### src/rtl/alu_result_stage_pkg.sv
// Purpose: shared ALU definitions - default widths, packed result entry, opcode encodings.
// Latency: n/a (types and constants only).
// Backpressure: n/a.
//
// The issue side reuses the opcode constants; the result stage uses the widths
// and the entry layout {tag, result, carry, zero, overflow}.
package alu_result_stage_pkg;

  localparam int ALU_WIDTH = 128;
  localparam int ALU_TAG_W = 4;

  // ALU opcodes, shared with the issue logic.
  localparam logic [3:0] ALU_OP_ADD = 4'h0;
  localparam logic [3:0] ALU_OP_SUB = 4'h1;
  localparam logic [3:0] ALU_OP_AND = 4'h2;
  localparam logic [3:0] ALU_OP_OR  = 4'h3;
  localparam logic [3:0] ALU_OP_XOR = 4'h4;
  localparam logic [3:0] ALU_OP_SHL = 4'h5;
  localparam logic [3:0] ALU_OP_SHR = 4'h6;
  localparam logic [3:0] ALU_OP_CMP = 4'h7;

  // Captured result entry at the default widths.
  typedef struct packed {
    logic [ALU_TAG_W-1:0] tag;
    logic [ALU_WIDTH-1:0] result;
    logic                 carry;
    logic                 zero;
    logic                 overflow;
  } alu_entry_t;

endpackage

### src/rtl/alu_result_fifo.sv
// Purpose: generic DEPTH x W synchronous FIFO with occupancy count, full and empty.
// Latency: a push is visible at rdata/!empty on the next cycle (no bypass).
// Backpressure: push is ignored while full, pop is ignored while empty.
//
// Ports: clk, rst (async, active-high); push/wdata write side; pop/rdata read
// side (rdata is the read-pointer entry); count/full/empty occupancy status.
// DEPTH must be a power of two >= 2 so the pointers wrap naturally.
module alu_result_fifo #(
  parameter  int DEPTH = 2,
  parameter  int W     = 8,
  localparam int AW    = $clog2(DEPTH),
  localparam int CW    = $clog2(DEPTH + 1)
) (
  input  logic          clk,
  input  logic          rst,
  input  logic          push,
  input  logic [W-1:0]  wdata,
  input  logic          pop,
  output logic [W-1:0]  rdata,
  output logic [CW-1:0] count,
  output logic          full,
  output logic          empty
);

  localparam logic [CW-1:0] FULL_CNT = CW'(DEPTH);

  logic [W-1:0]  mem [DEPTH];
  logic [AW-1:0] wr_ptr;
  logic [AW-1:0] rd_ptr;
  logic          do_push;
  logic          do_pop;

  assign full    = (count == FULL_CNT);
  assign empty   = (count == '0);
  assign do_push = push && !full;
  assign do_pop  = pop && !empty;
  assign rdata   = mem[rd_ptr];

  always_ff @(posedge clk or posedge rst) begin
    if (rst) begin
      wr_ptr <= '0;
      rd_ptr <= '0;
      count  <= '0;
      for (int i = 0; i < DEPTH; i++) begin
        mem[i] <= '0;
      end
    end else begin
      if (do_push) begin
        mem[wr_ptr] <= wdata;
        wr_ptr      <= wr_ptr + 1'b1;
      end
      if (do_pop) begin
        rd_ptr <= rd_ptr + 1'b1;
      end
      // Simultaneous push and pop leave the occupancy unchanged.
      if (do_push && !do_pop) begin
        count <= count + 1'b1;
      end else if (!do_push && do_pop) begin
        count <= count - 1'b1;
      end
    end
  end

endmodule

### src/rtl/alu_result_stage.sv
// Purpose: capture ALU results+flags+tag into a FIFO for writeback; sticky flags, zero check, retire count.
// Latency: 1 cycle from push to out_valid when empty; status updates visible the cycle after the event.
// Backpressure: in_ready = not full (registered state only); a full FIFO refuses a push even during a pop.
//
// Ports: in_* ALU side (valid/ready, tag, result, carry/zero/overflow);
// out_* writeback side (valid/ready, head entry); sticky_clr clears
// sticky_carry/sticky_overflow; zero_err flags an inconsistent in_zero
// (reset-only clear); retired_count counts pops modulo 2^CNT_W.
module alu_result_stage
  import alu_result_stage_pkg::*;
#(
  parameter int WIDTH = ALU_WIDTH,
  parameter int TAG_W = ALU_TAG_W,
  parameter int DEPTH = 2,
  parameter int CNT_W = 32
) (
  input  logic             clk,
  input  logic             rst,
  input  logic             in_valid,
  output logic             in_ready,
  input  logic [TAG_W-1:0] in_tag,
  input  logic [WIDTH-1:0] in_result,
  input  logic             in_carry,
  input  logic             in_zero,
  input  logic             in_overflow,
  output logic             out_valid,
  input  logic             out_ready,
  output logic [WIDTH-1:0] out_result,
  output logic [TAG_W-1:0] out_tag,
  output logic             out_carry,
  output logic             out_zero,
  output logic             out_overflow,
  input  logic             sticky_clr,
  output logic             sticky_carry,
  output logic             sticky_overflow,
  output logic             zero_err,
  output logic [CNT_W-1:0] retired_count
);

  localparam int CW = $clog2(DEPTH + 1);
  localparam logic [CW-1:0] FULL_CNT = CW'(DEPTH);

  // Same layout as the package entry, sized by this instance's parameters.
  typedef struct packed {
    logic [TAG_W-1:0] tag;
    logic [WIDTH-1:0] result;
    logic             carry;
    logic             zero;
    logic             overflow;
  } entry_t;

  entry_t        wr_entry;
  entry_t        head;
  logic [CW-1:0] fifo_count;
  logic          fifo_full;
  logic          fifo_empty;
  logic          push;
  logic          pop;
  logic          zero_bad;

  assign wr_entry = '{tag: in_tag, result: in_result, carry: in_carry,
                      zero: in_zero, overflow: in_overflow};

  alu_result_fifo #(
    .DEPTH (DEPTH),
    .W     ($bits(entry_t))
  ) u_fifo (
    .clk   (clk),
    .rst   (rst),
    .push  (push),
    .wdata (wr_entry),
    .pop   (pop),
    .rdata (head),
    .count (fifo_count),
    .full  (fifo_full),
    .empty (fifo_empty)
  );

  // Both handshakes derive from registered occupancy only; no out_ready -> in_ready path.
  assign in_ready  = (fifo_count != FULL_CNT);
  assign out_valid = !fifo_empty;
  assign push      = in_valid && in_ready;
  assign pop       = out_valid && out_ready;

  always_comb begin
    if (!rst) begin
      assert (fifo_full == !in_ready);
    end
  end

  assign out_tag      = head.tag;
  assign out_result   = head.result;
  assign out_carry    = head.carry;
  assign out_zero     = head.zero;
  assign out_overflow = head.overflow;

  // ALU zero flag must agree with the result it accompanies.
  assign zero_bad = (in_zero != (in_result == '0));

  always_ff @(posedge clk or posedge rst) begin
    if (rst) begin
      sticky_carry    <= 1'b0;
      sticky_overflow <= 1'b0;
      zero_err        <= 1'b0;
      retired_count   <= '0;
    end else begin
      // A flag retiring in the same cycle as sticky_clr wins over the clear.
      sticky_carry    <= (sticky_carry    && !sticky_clr) || (pop && out_carry);
      sticky_overflow <= (sticky_overflow && !sticky_clr) || (pop && out_overflow);
      if (push && zero_bad) begin
        zero_err <= 1'b1;
      end
      if (pop) begin
        retired_count <= retired_count + 1'b1;
      end
    end
  end

endmodule
### config.mk
export PLATFORM = sky130hd
export DESIGN_NAME = alu_result_stage
export DESIGN_NICKNAME = d
export VERILOG_FILES = /design/src/rtl/alu_result_stage_pkg.sv /design/src/rtl/alu_result_fifo.sv /design/src/rtl/alu_result_stage.sv
export SDC_FILE = /design/constraint.sdc
export NUM_CORES = 1
export LEC_CHECK = 0
export ABC_CLOCK_PERIOD_IN_PS = 27100
export CAP_MARGIN = 30
export CORE_ASPECT_RATIO = 0.8
export CORE_MARGIN = 2
export CORE_UTILIZATION = 40
export CTS_BUF_LIST = sky130_fd_sc_hd__clkbuf_2
export CTS_CLUSTER_SIZE = 25
export DETAILED_ROUTE_END_ITERATION = 10
export GPL_ROUTABILITY_DRIVEN = 0
export PLACE_DENSITY = 0.68
export SYNTH_ARGS = -nofsm -noshare
export SYNTH_HDL_FRONTEND = slang
export SYNTH_SLANG_ARGS = --single-unit
### constraint.sdc
create_clock -name clk -period 27.1 [get_ports clk]
set_clock_uncertainty 0.1 [all_clocks]
set_input_delay 2.71 -clock clk [delete_from_list [all_inputs] [get_ports clk]]
set_output_delay 2.71 -clock clk [all_outputs]
set_load 0.01 [all_outputs]
==> flow_summary_export.csv, run 1 <==
group,metric,value,unit
grt,gr-total-overflow,0,
synthesis,synth_top_cells_by_count,"mux2_2 (405), dfrtp_1 (309), nor4_1 (34)",
clocking,clk_pin_slew,0.09,ns
drt,post_drt_wl_per_cell,19.3,um
worst_setup_path,crit_required,24.29,ns
floorplanning,die-area,0.0354,mm2
timing,setup_tns,0,ns
clocking,insertion_delay_to_the_later_sink_of_the_worst_skew_pair,0.85,ns
clocking,cts_hold_repair.buffers,0,
clocking,clock_sink_count,309,
grt,grt_usage,0.193,
clocking,cts.repair_timing.setup_buffer_count,0,
synthesis,synth_top_area_cell,"dfrtp_1",
clocking,cts-buffers-inserted,81,
timing,finalCritPeriodShare,0.221,
place,dpl.cell_count,1624,
floorplanning,die_height,169,um
clocking,root_buffer,"clkbuf_2",
grt,grt_first_pass_wirelength,53.7,mm
synthesis,postSynth.asyncResetShare,1.00,
synthesis,yosysWarningCount,0,
timing,timing_hold_violations_final,0,
worst_setup_path,crit_path_end_kind,"output pin",
power,power_leakage,7.50,nW
timing,post-route-min-period,5.98,ns
floorplanning,initial_core_utilization,0.405,
place,number_of_buffer_cells_added_on_primary_ports,311,
synthesis,number_of_enable_flip_flop_cells_after_synthesis,0,
grt,vias_in_the_first_global_route,9602,
timing,tightest_slew,1.01,ns
power,powerDensity,122,mW/mm2
synthesis,synthFlopType,"dfrtp_1",
clocking,cts_max_path_buffers,3,
synthesis,postSynthNetCount,1058,
finish,final_net_count,1418,
min_path,timing.hold.worst.class,"reg -> reg",
synthesis,main_combinational_cell_family_by_area_after_synthesis,"multiplexers",
synthesis,synth_area_leaders,"dfrtp_1 (57%), mux2_2 (34%), nor4_1 (1.6%), xnor2_1 (1.5%), buf_2 (1.0%)",
power,ir_worst_vdd,0.0000601,V
timing,maximum_operating_frequency,0.167,GHz
finish,areaGrowthSynthToFinish,31.8,%
grt,grt_max_degree,159,
synthesis,synthesis.area,0.0136,mm2
synthesis,synth.top_cell.area_share,0.571,
job,drv.max_cap_violation_count,0,
worst_setup_path,cp-start-kind,"register",
worst_setup_path,crit_fanout,70,
floorplanning,io-pin-count,312,
synthesis,post_synth_and_or_nand_nor_area_fraction,0.0458,
status,status,"complete, no violations",
synthesis,netlist_instances,916,
worst_setup_path,crit_arrival,3.17,ns
synthesis,muxShareOfSynthArea,0.337,
synthesis,synth_compound_area_frac,0.00249,
drt,vias_per_cell,5.01,
drt,detailedRoute.firstPassIterationCount,4,
synthesis,yosysMostFrequentCell,"mux2_2",
drt,drt_wirelength,34.1,mm
synthesis,synth.lib_cells_used.distinct,30,
timing,finalMaxSlewViolations,0,
synthesis,yosys_register_bits,309,
finish,final_core_utilization,0.534,
floorplanning,placement_rows,60,
clocking,cts_resized,0,
place,dp_hpwl,22.8,mm
timing,finalSetupViolations,0,
grt,antenna_violations_before_repair,1,
synthesis,synth_xor_area_frac,0.0233,
finish,post_layout_nonfiller_instances,1763,
floorplanning,die-width,210,um
finish,drive_gt1_frac,0.416,
drt,drtIter0Drc,322,
clocking,cts_tree,"yes",
drt,drc_errors,0,
drt,dr_total_vias,8829,
worst_setup_path,critPathKind,"reg -> out",
clocking,cts_max_level,3,
drt,final_antenna_net_count,0,
floorplanning,placeableCoreArea,0.0335,mm2
synthesis,synth.yosys.seq_area_share,0.571,
synthesis,postSynthAreaPerCell,14.8,um2
timing,rsz0062_at_grt,"false",
finish,fill_cell_instance_count_of_the_final_layout,2895,
timing,timing.max_slew.rel_slack,0.318,
synthesis,synth-adder-area-share,0.00185,
[registers in the layout (all words and copies together) (netlist names)]
signal / flops
retired_count: 32
sticky_carry: 1
u_fifo.rd_ptr: 1
u_fifo.mem: 270
u_fifo.wr_ptr: 1
u_fifo.count: 2
sticky_overflow: 1
zero_err: 1
[where the power goes]
part | switching [mW] | total (mW) | internal [mW]
registers | 0.113 | 0.791 | 0.678
logic | 0.410 | 1.07 | 0.663
clock network | 0.184 | 0.310 | 0.126
[final cells by class]
cell class | count | area [um2] | area share
Sequential cell | 309 | 7740 | 0.433
Clock buffer | 122 | 611 | 0.0342
Timing Repair Buffer | 322 | 3290 | 0.184
Clock inverter | 13 | 75.1 | 0.00420
Antenna cell | 1 | 2.50 | 0.000140
Inverter | 9 | 43.8 | 0.00245
Tap cell | 434 | 543 | 0.0304
Multi-Input combinational cell | 553 | 5570 | 0.312
[path summary, 6_finish.rpt]
path / from / endpoint / slack, ns / depth (start not counted)
worst max-delay path: u_fifo.rd_ptr / out_result[2] / 21.12 / 5
worst min-delay path: retired_count[31] / retired_count[31] / 0.37 / 1
worst max register to register: u_fifo.count[0] / u_fifo.mem[29] / 24.01 / 7
worst min register to register: retired_count[31] / retired_count[31] / 0.37 / 1
max in group asynchronous: rst / u_fifo.mem[6] / 23.30 / 3
min in group asynchronous: rst / u_fifo.mem[74] / 2.25 / 2
[cell usage in the layout, fill, tap and decap left out, drive strengths merged, types with 3 or more instances in the layout]
cell	count
and3	6
nand3	6
nor3	3
and4	3
clkinv	12
dfrtp	309
inv	9
clkbuf	122
buf	11
nand2	19
clkdlybuf4s50	311
nor2	12
nand4	16
xor2	13
xnor2	23
mux2	405
nor4	35
[kinds of logic after synthesis]
kind of cell | after synthesis
flops | 309
simple gates | 105
fa+ha+maj | 2
mux | 405
xor+xnor | 36
buf+inv | 54
compound gates | 5
[metal layers]
layer | routed length [um] | track usage
met1 | 15800 | 0.265
met2 | 15400 | 0.290
met3 | 2240 | 0.0636
met4 | 660 | 0.0638
met5 | 0 | 0
[stage by stage]
step	power, mW	setup WS [ns]	hold slack [ns]	area [um2]
2_1_floorplan	1.39	15.75	0.374	13600
3_3_place_gp	1.85	21.19	0.355	17100
3_5_place_dp	1.87	21.28	0.362	17100
4_1_cts	2.19	20.21	0.375	17800
5_1_grt	2.31	20.86	0.402	17900
6_report	2.17	21.12	0.374	17900
[worst max-delay path, cell delays in order, from the launching register on]
cell	delay (ns)
dfrtp_4	0.44
buf_16	0.31
buf_4	0.21
buf_16	0.30
mux2_2	0.38
clkdlybuf4s50_1	0.53
Power figures use the tool's default switching activity.
==> run 2: changes to the inputs <==
Settings changed: ABC_CLOCK_PERIOD_IN_PS 27100 to 5520.
Clock period 27.1 ns to 5.52 ns, I/O delays scaled along.
==> run 2 against run 1 <==
  * Cell area shrank 0.76%
  * Sequential share of layout area is 0.33 points higher
  * Register-to-register slack got worse by 21 ns
  * Critical path type unchanged
==> flow_summary_export.csv, run 2 (synthesized netlist as in run 1, its figures left out) <==
group,metric,value,unit
status,status,"complete, no violations",
grt,grt_max_degree,156,
clocking,clock_sink_count,309,
drt,vias_per_cell,5.06,
worst_setup_path,setup.worst_path.end,"out_result[95]",
timing,setup_ws,1.48,ns
worst_setup_path,critPathKind,"reg -> out",
clocking,insertion_delay_to_the_later_sink_of_the_worst_skew_pair,0.83,ns
drt,drc_errors,0,
drt,post_drt_wl_per_cell,19.2,um
place,number_of_buffer_cells_added_on_primary_ports,311,
power,power_leakage,7.42,nW
power,switching_share,0.326,
drt,drt_wirelength,33.5,mm
grt,vias_in_the_first_global_route,9276,
min_path,timing.hold.worst.class,"in -> async",
finish,areaGrowthSynthToFinish,30.8,%
floorplanning,die-width,210,um
finish,fill_cell_instance_count_of_the_final_layout,2936,
power,p_int,7.09,mW
timing,finalMaxSlewViolations,0,
clocking,cts_hold_repair.buffers,0,
floorplanning,die-area,0.0354,mm2
power,ir_worst_vdd,0.000279,V
worst_setup_path,crit_fanout,62,
timing,timing.max_slew.rel_slack,0.362,
worst_setup_path,crit_arrival,3.39,ns
finish,final_net_count,1415,
floorplanning,placeableCoreArea,0.0335,mm2
drt,drtIter0Drc,390,
drt,dr_total_vias,8833,
grt,grt_usage,0.190,
clocking,cts_tree,"yes",
worst_setup_path,rr_worst_depth,6,
drt,final_antenna_net_count,0,
grt,antenna_violations_before_repair,1,
worst_setup_path,crit_path_end_kind,"output pin",
worst_setup_path,cp-start-kind,"register",
clocking,cts-buffers-inserted,78,
worst_setup_path,critical_path.reg2reg.endpoint,"u_fifo.mem[93]",
clocking,clk_pin_slew,0.12,ns
power,p_clk_frac,0.137,
timing,post-route-min-period,4.04,ns
timing,rsz0062_at_grt,"false",
timing,tightest_slew,0.958,ns
floorplanning,initial_core_utilization,0.405,
timing,maximum_operating_frequency,0.247,GHz
clocking,cts_max_level,3,
floorplanning,die_height,169,um
clocking,cts_max_path_buffers,3,
timing,setup_tns,0,ns
power,power_frac_seq,0.370,
timing,finalCritPeriodShare,0.733,
job,drv.max_cap_violation_count,0,
place,dp_hpwl,22.4,mm
worst_setup_path,critical_path_source,"u_fifo.rd_ptr",
power,powerDensity,594,mW/mm2
clocking,root_buffer,"clkbuf_2",
timing,timing_hold_violations_final,0,
power,total_switching_power,3.43,mW
finish,layout_common_cells,"mux2_2 (405), clkdlybuf4s50_1 (311), dfrtp_1 (308), clkbuf_2 (107), nor4_1 (34)",
drt,detailedRoute.firstPassIterationCount,4,
finish,mostFrequentLayoutCell,"mux2_2",
power,power.share.combinational,0.493,
worst_setup_path,timing.reg2reg.setup_slack,2.80,ns
worst_setup_path,crit_required,4.87,ns
grt,grt_first_pass_wirelength,52.7,mm
timing,finalSetupViolations,0,
worst_setup_path,r2r-start,"u_fifo.count[0]",
clocking,cts.repair_timing.setup_buffer_count,0,
finish,largestRegisters,"u_fifo.mem x270, retired_count x32, u_fifo.count x2",
finish,drive_gt1_frac,0.415,
floorplanning,placement_rows,60,
clocking,cts_resized,0,
floorplanning,io-pin-count,312,
grt,gr-total-overflow,0,
finish,largest_register_ffs,270,
finish,top_register,"u_fifo.mem",
place,preCtsSetupSlack,2.31,ns
run 2: cell types whose count changed in the layout (fill, tap and decap cells not counted):
cell / before / now
buf_12: 1 / 3
buf_4: 5 / 6
clkbuf_2: 122 / 107
clkinvlp_4: 0 / 3
buf_16: 4 / 0
buf_2: 1 / 2
inv_8: 1 / 0
inv_2: 0 / 4
clkinv_1: 12 / 4
run 2: power by group through the flow:
stage / clock network (mW) / logic, mW / registers (mW)
after global routing: 1.64 / 5.52 / 4.03
final: 1.44 / 5.19 / 3.90
after CTS: 1.52 / 5.26 / 3.90
after floorplan: 0 / 3.07 / 3.73
after detailed placement: 0 / 5.22 / 3.94
after global placement: 0 / 5.17 / 3.91
run 2: worst min path at each step:
| stage | to | from |
|---|---|---|
| final | u_fifo.mem[226] | rst |
| after global routing | sticky_overflow | sticky_clr |
| after CTS | sticky_overflow | sticky_clr |
| after detailed placement | retired_count[31] | retired_count[31] |
| after global placement | retired_count[31] | retired_count[31] |
| after floorplan | u_fifo.mem[0] | u_fifo.mem[0] |
run 2: worst max-delay path: stages (launching register included):
cell             delay (ns)
dfrtp_4                0.76
buf_4                  0.76
mux2_2                 0.42
clkdlybuf4s50_1        0.52
run 2: layout make-up:
cell class | instances | area [um2] | area share
diodes | 1 | 2.50 | 0.000141
clock buffers | 107 | 536 | 0.0302
clock inverters | 11 | 75.1 | 0.00423
inverters | 9 | 40.0 | 0.00226
multi-input cells | 553 | 5570 | 0.314
flip-flops and latches | 309 | 7740 | 0.436
well taps | 434 | 543 | 0.0306
repair buffers | 322 | 3230 | 0.182
run 2: stage by stage:
| stage | cell area, um2 | utilization | instances | total power, mW | hold WS (ns) |
|---|---|---|---|---|---|
| 6_report | 17700 | 0.529 | 1746 | 10.5 | 0.180 |
| 5_1_grt | 17700 | 0.529 | 1746 | 11.2 | 0.0601 |
| 4_1_cts | 17700 | 0.529 | 1745 | 10.7 | 0.0643 |
| 3_5_place_dp | 17100 | 0.511 | 1627 | 9.16 | 0.361 |
| 3_3_place_gp | 17100 | 0.511 | 1625 | 9.08 | 0.359 |
| 2_1_floorplan | 13600 | - | 916 | 6.81 | 0.374 |
run 2: metal layers:
metal,vias up,global-route usage,wire (um)
met2,245,0.274,14600
met3,64,0.0555,2150
met5,-,0,0
met4,0,0.0685,799
li1,4076,-,-
met1,4448,0.270,15900
==> run 3: changes to the inputs <==
Settings changed: ABC_CLOCK_PERIOD_IN_PS 5520 to 3200, PLACE_DENSITY 0.68 to 0.71.
Clock period 5.52 ns to 3.2 ns, I/O delays scaled along.
==> run 3 against run 2 <==
  * Sequential share of layout area shrank 4.3 points
  * Clock power grew 77%
  * Global-route usage grew 1.7 points
  * Largest power group unchanged
  * Highest routed layer unchanged
==> flow_summary_export.csv, run 3 (synthesized netlist as in run 1, its figures left out) <==
group,metric,value,unit
worst_setup_path,critPathSlowestCell,"clkdlybuf4s50_1",
clocking,root_buffer,"clkbuf_2",
place,preCtsSetupSlack,0.196,ns
grt,grt_max_degree,73,
worst_setup_path,critPathTopFamily,"buffers and inverters",
grt,grt.met1_usage,0.279,
worst_setup_path,timing.critical_path.buf_inv,3,
timing,timing_hold_violations_final,0,
clocking,cts_max_path_buffers,3,
clocking,clk_pin_slew,0.11,ns
clocking,insertion_delay_to_the_later_sink_of_the_worst_skew_pair,0.92,ns
power,power.share.combinational,0.504,
floorplanning,die-area,0.0354,mm2
clocking,cts-buffers-inserted,81,
timing,maximum_operating_frequency,0.329,GHz
grt,groute.layer.met2.usage,0.320,
worst_setup_path,critical-path-max-stage-delay,0.54,ns
timing,tightest_slew,0.768,ns
power,p_clk_frac,0.138,
grt,gr-total-overflow,0,
power,total_switching_power,6.17,mW
timing,finalCritPeriodShare,0.950,
worst_setup_path,cp.depth,4,
worst_setup_path,critical_path_source,"u_fifo.rd_ptr",
timing,finalSetupViolations,0,
drt,post_drt_wl_per_cell,18.9,um
worst_setup_path,crit_fanout,13,
drt,drc_errors,0,
worst_setup_path,crit_arrival,2.62,ns
status,status,"complete, no violations",
drt,final_antenna_net_count,0,
grt,vias_in_the_first_global_route,10413,
floorplanning,io-pin-count,312,
finish,final_net_count,1581,
power,powerDensity,944,mW/mm2
worst_setup_path,crit_path_end_kind,"output pin",
worst_setup_path,timing.reg2reg.setup_slack,0.79,ns
grt,grt_usage,0.207,
floorplanning,initial_core_utilization,0.405,
drt,vias_per_cell,4.98,
place,number_of_buffer_cells_added_on_primary_ports,311,
timing,timing.max_slew.rel_slack,0.487,
finish,drive_gt1_frac,0.385,
drt,detailedRoute.firstPassIterationCount,4,
drt,drt_wirelength,36.4,mm
floorplanning,die_height,169,um
finish,fill_cell_instance_count_of_the_final_layout,2651,
grt,grt_first_pass_wirelength,57.3,mm
timing,setup_tns,0,ns
job,drv.max_cap_violation_count,0,
finish,multi_input_gate_area_in_the_final_layout,0.00557,mm2
grt,grt_most_used_layer,"met2",
worst_setup_path,rr_worst_depth,6,
power,post-layout-total-power,18.6,mW
timing,setup_ws,0.160,ns
place,dp_hpwl,23.3,mm
finish,post_layout_nonfiller_instances,1926,
worst_setup_path,series_of_cell_instances_along_the_critical_path,"buf_12 -> buf_6 -> mux2_2 -> clkdlybuf4s50_1",
finish,areaGrowthSynthToFinish,45.1,%
grt,antenna_violations_before_repair,2,
worst_setup_path,crit_required,2.78,ns
worst_setup_path,setup.worst_path.end,"out_result[124]",
clocking,clock_sink_count,309,
finish,layout_common_cells,"mux2_2 (405), dfrtp_1 (308), clkdlybuf4s50_1 (239), dlygate4sd3_1 (140), clkbuf_2 (117)",
timing,rsz0062_at_grt,"true",
floorplanning,die-width,210,um
min_path,timing.hold.worst.class,"in -> async",
finish,largest_register_ffs,270,
drt,dr_total_vias,9596,
finish,largestRegisters,"u_fifo.mem x270, retired_count x32, u_fifo.count x2",
timing,finalMaxSlewViolations,0,
worst_setup_path,critical_path.reg2reg.endpoint,"u_fifo.mem[25]",
clocking,cts_max_level,3,
worst_setup_path,cp-start-kind,"register",
finish,final_core_utilization,0.587,
floorplanning,placement_rows,60,
finish,mostFrequentLayoutCell,"mux2_2",
worst_setup_path,critPathKind,"reg -> out",
power,p_int,12.4,mW
finish,regArea,0.00774,mm2
floorplanning,placeableCoreArea,0.0335,mm2
grt,use_met3,0.0596,
place,dpl-instance-area,0.0174,mm2
power,power_frac_seq,0.358,
finish,top_register,"u_fifo.mem",
clocking,cts_tree,"yes",
power,power_leakage,8.88,nW
finish,finish.instance_area,0.0197,mm2
timing,post_route_hold_slack,0.371,ns
timing,post-route-min-period,3.04,ns
drt,drtIter0Drc,340,
power,switching_share,0.332,
worst_setup_path,r2r-start,"u_fifo.count[0]",
power,ir_worst_vdd,0.000561,V
place,dpl.cell_count,1645,
==> run 3: timing repair <==
action,CTS,global route
buffers inserted,5,0
setup endpoints to repair,113,104
hold buffers,140,0
resized for setup,8,71
hold endpoints to repair,294,0
==> run 3: layer usage <==
metal,part of all wire,vias to the layer above
met3,0.053,59
met5,0,-
li1,-,4425
met1,0.46,4874
met2,0.46,238
met4,0.019,0
==> run 3: final cells by class <==
type                            count  share of cell area
Clock inverter                     16             0.00305
Clock buffer                      117              0.0298
Timing Repair Buffer              485               0.260
Sequential cell                   309               0.393
Multi-Input combinational cell    553               0.283
Inverter                            9             0.00204
Tap cell                          434              0.0276
Antenna cell                        3            0.000382
==> run 3: worst min-delay path by stage <==
| stage | end | slack, ns | startpoint | depth (start not counted) |
|---|---|---|---|---|
| after floorplan | sticky_overflow | 0.32 | sticky_clr | 1 |
| after global placement | retired_count[31] | 0.36 | retired_count[31] | 1 |
| after detailed placement | zero_err | 0.37 | zero_err | 1 |
| after CTS | u_fifo.mem[94] | 0.24 | rst | 3 |
| after global routing | u_fifo.mem[94] | 0.24 | rst | 3 |
| final | u_fifo.mem[133] | 0.37 | rst | 3 |
==> run 3: power groups by stage <==
stage / clock (mW) / sequential, mW / combinational [mW]
4_1_cts: 2.68 / 6.63 / 9.58
2_1_floorplan: 0 / 6.44 / 5.30
3_5_place_dp: 0 / 6.79 / 9.18
3_3_place_gp: 0 / 6.69 / 9.13
5_1_grt: 2.90 / 6.87 / 9.95
6_report: 2.55 / 6.65 / 9.36
==> run 3: worst min-delay path: cells and delay by family <==
| kind | cells | cell delay (ns) |
|---|---|---|
| buffers and inverters | 3 | 1.55 |
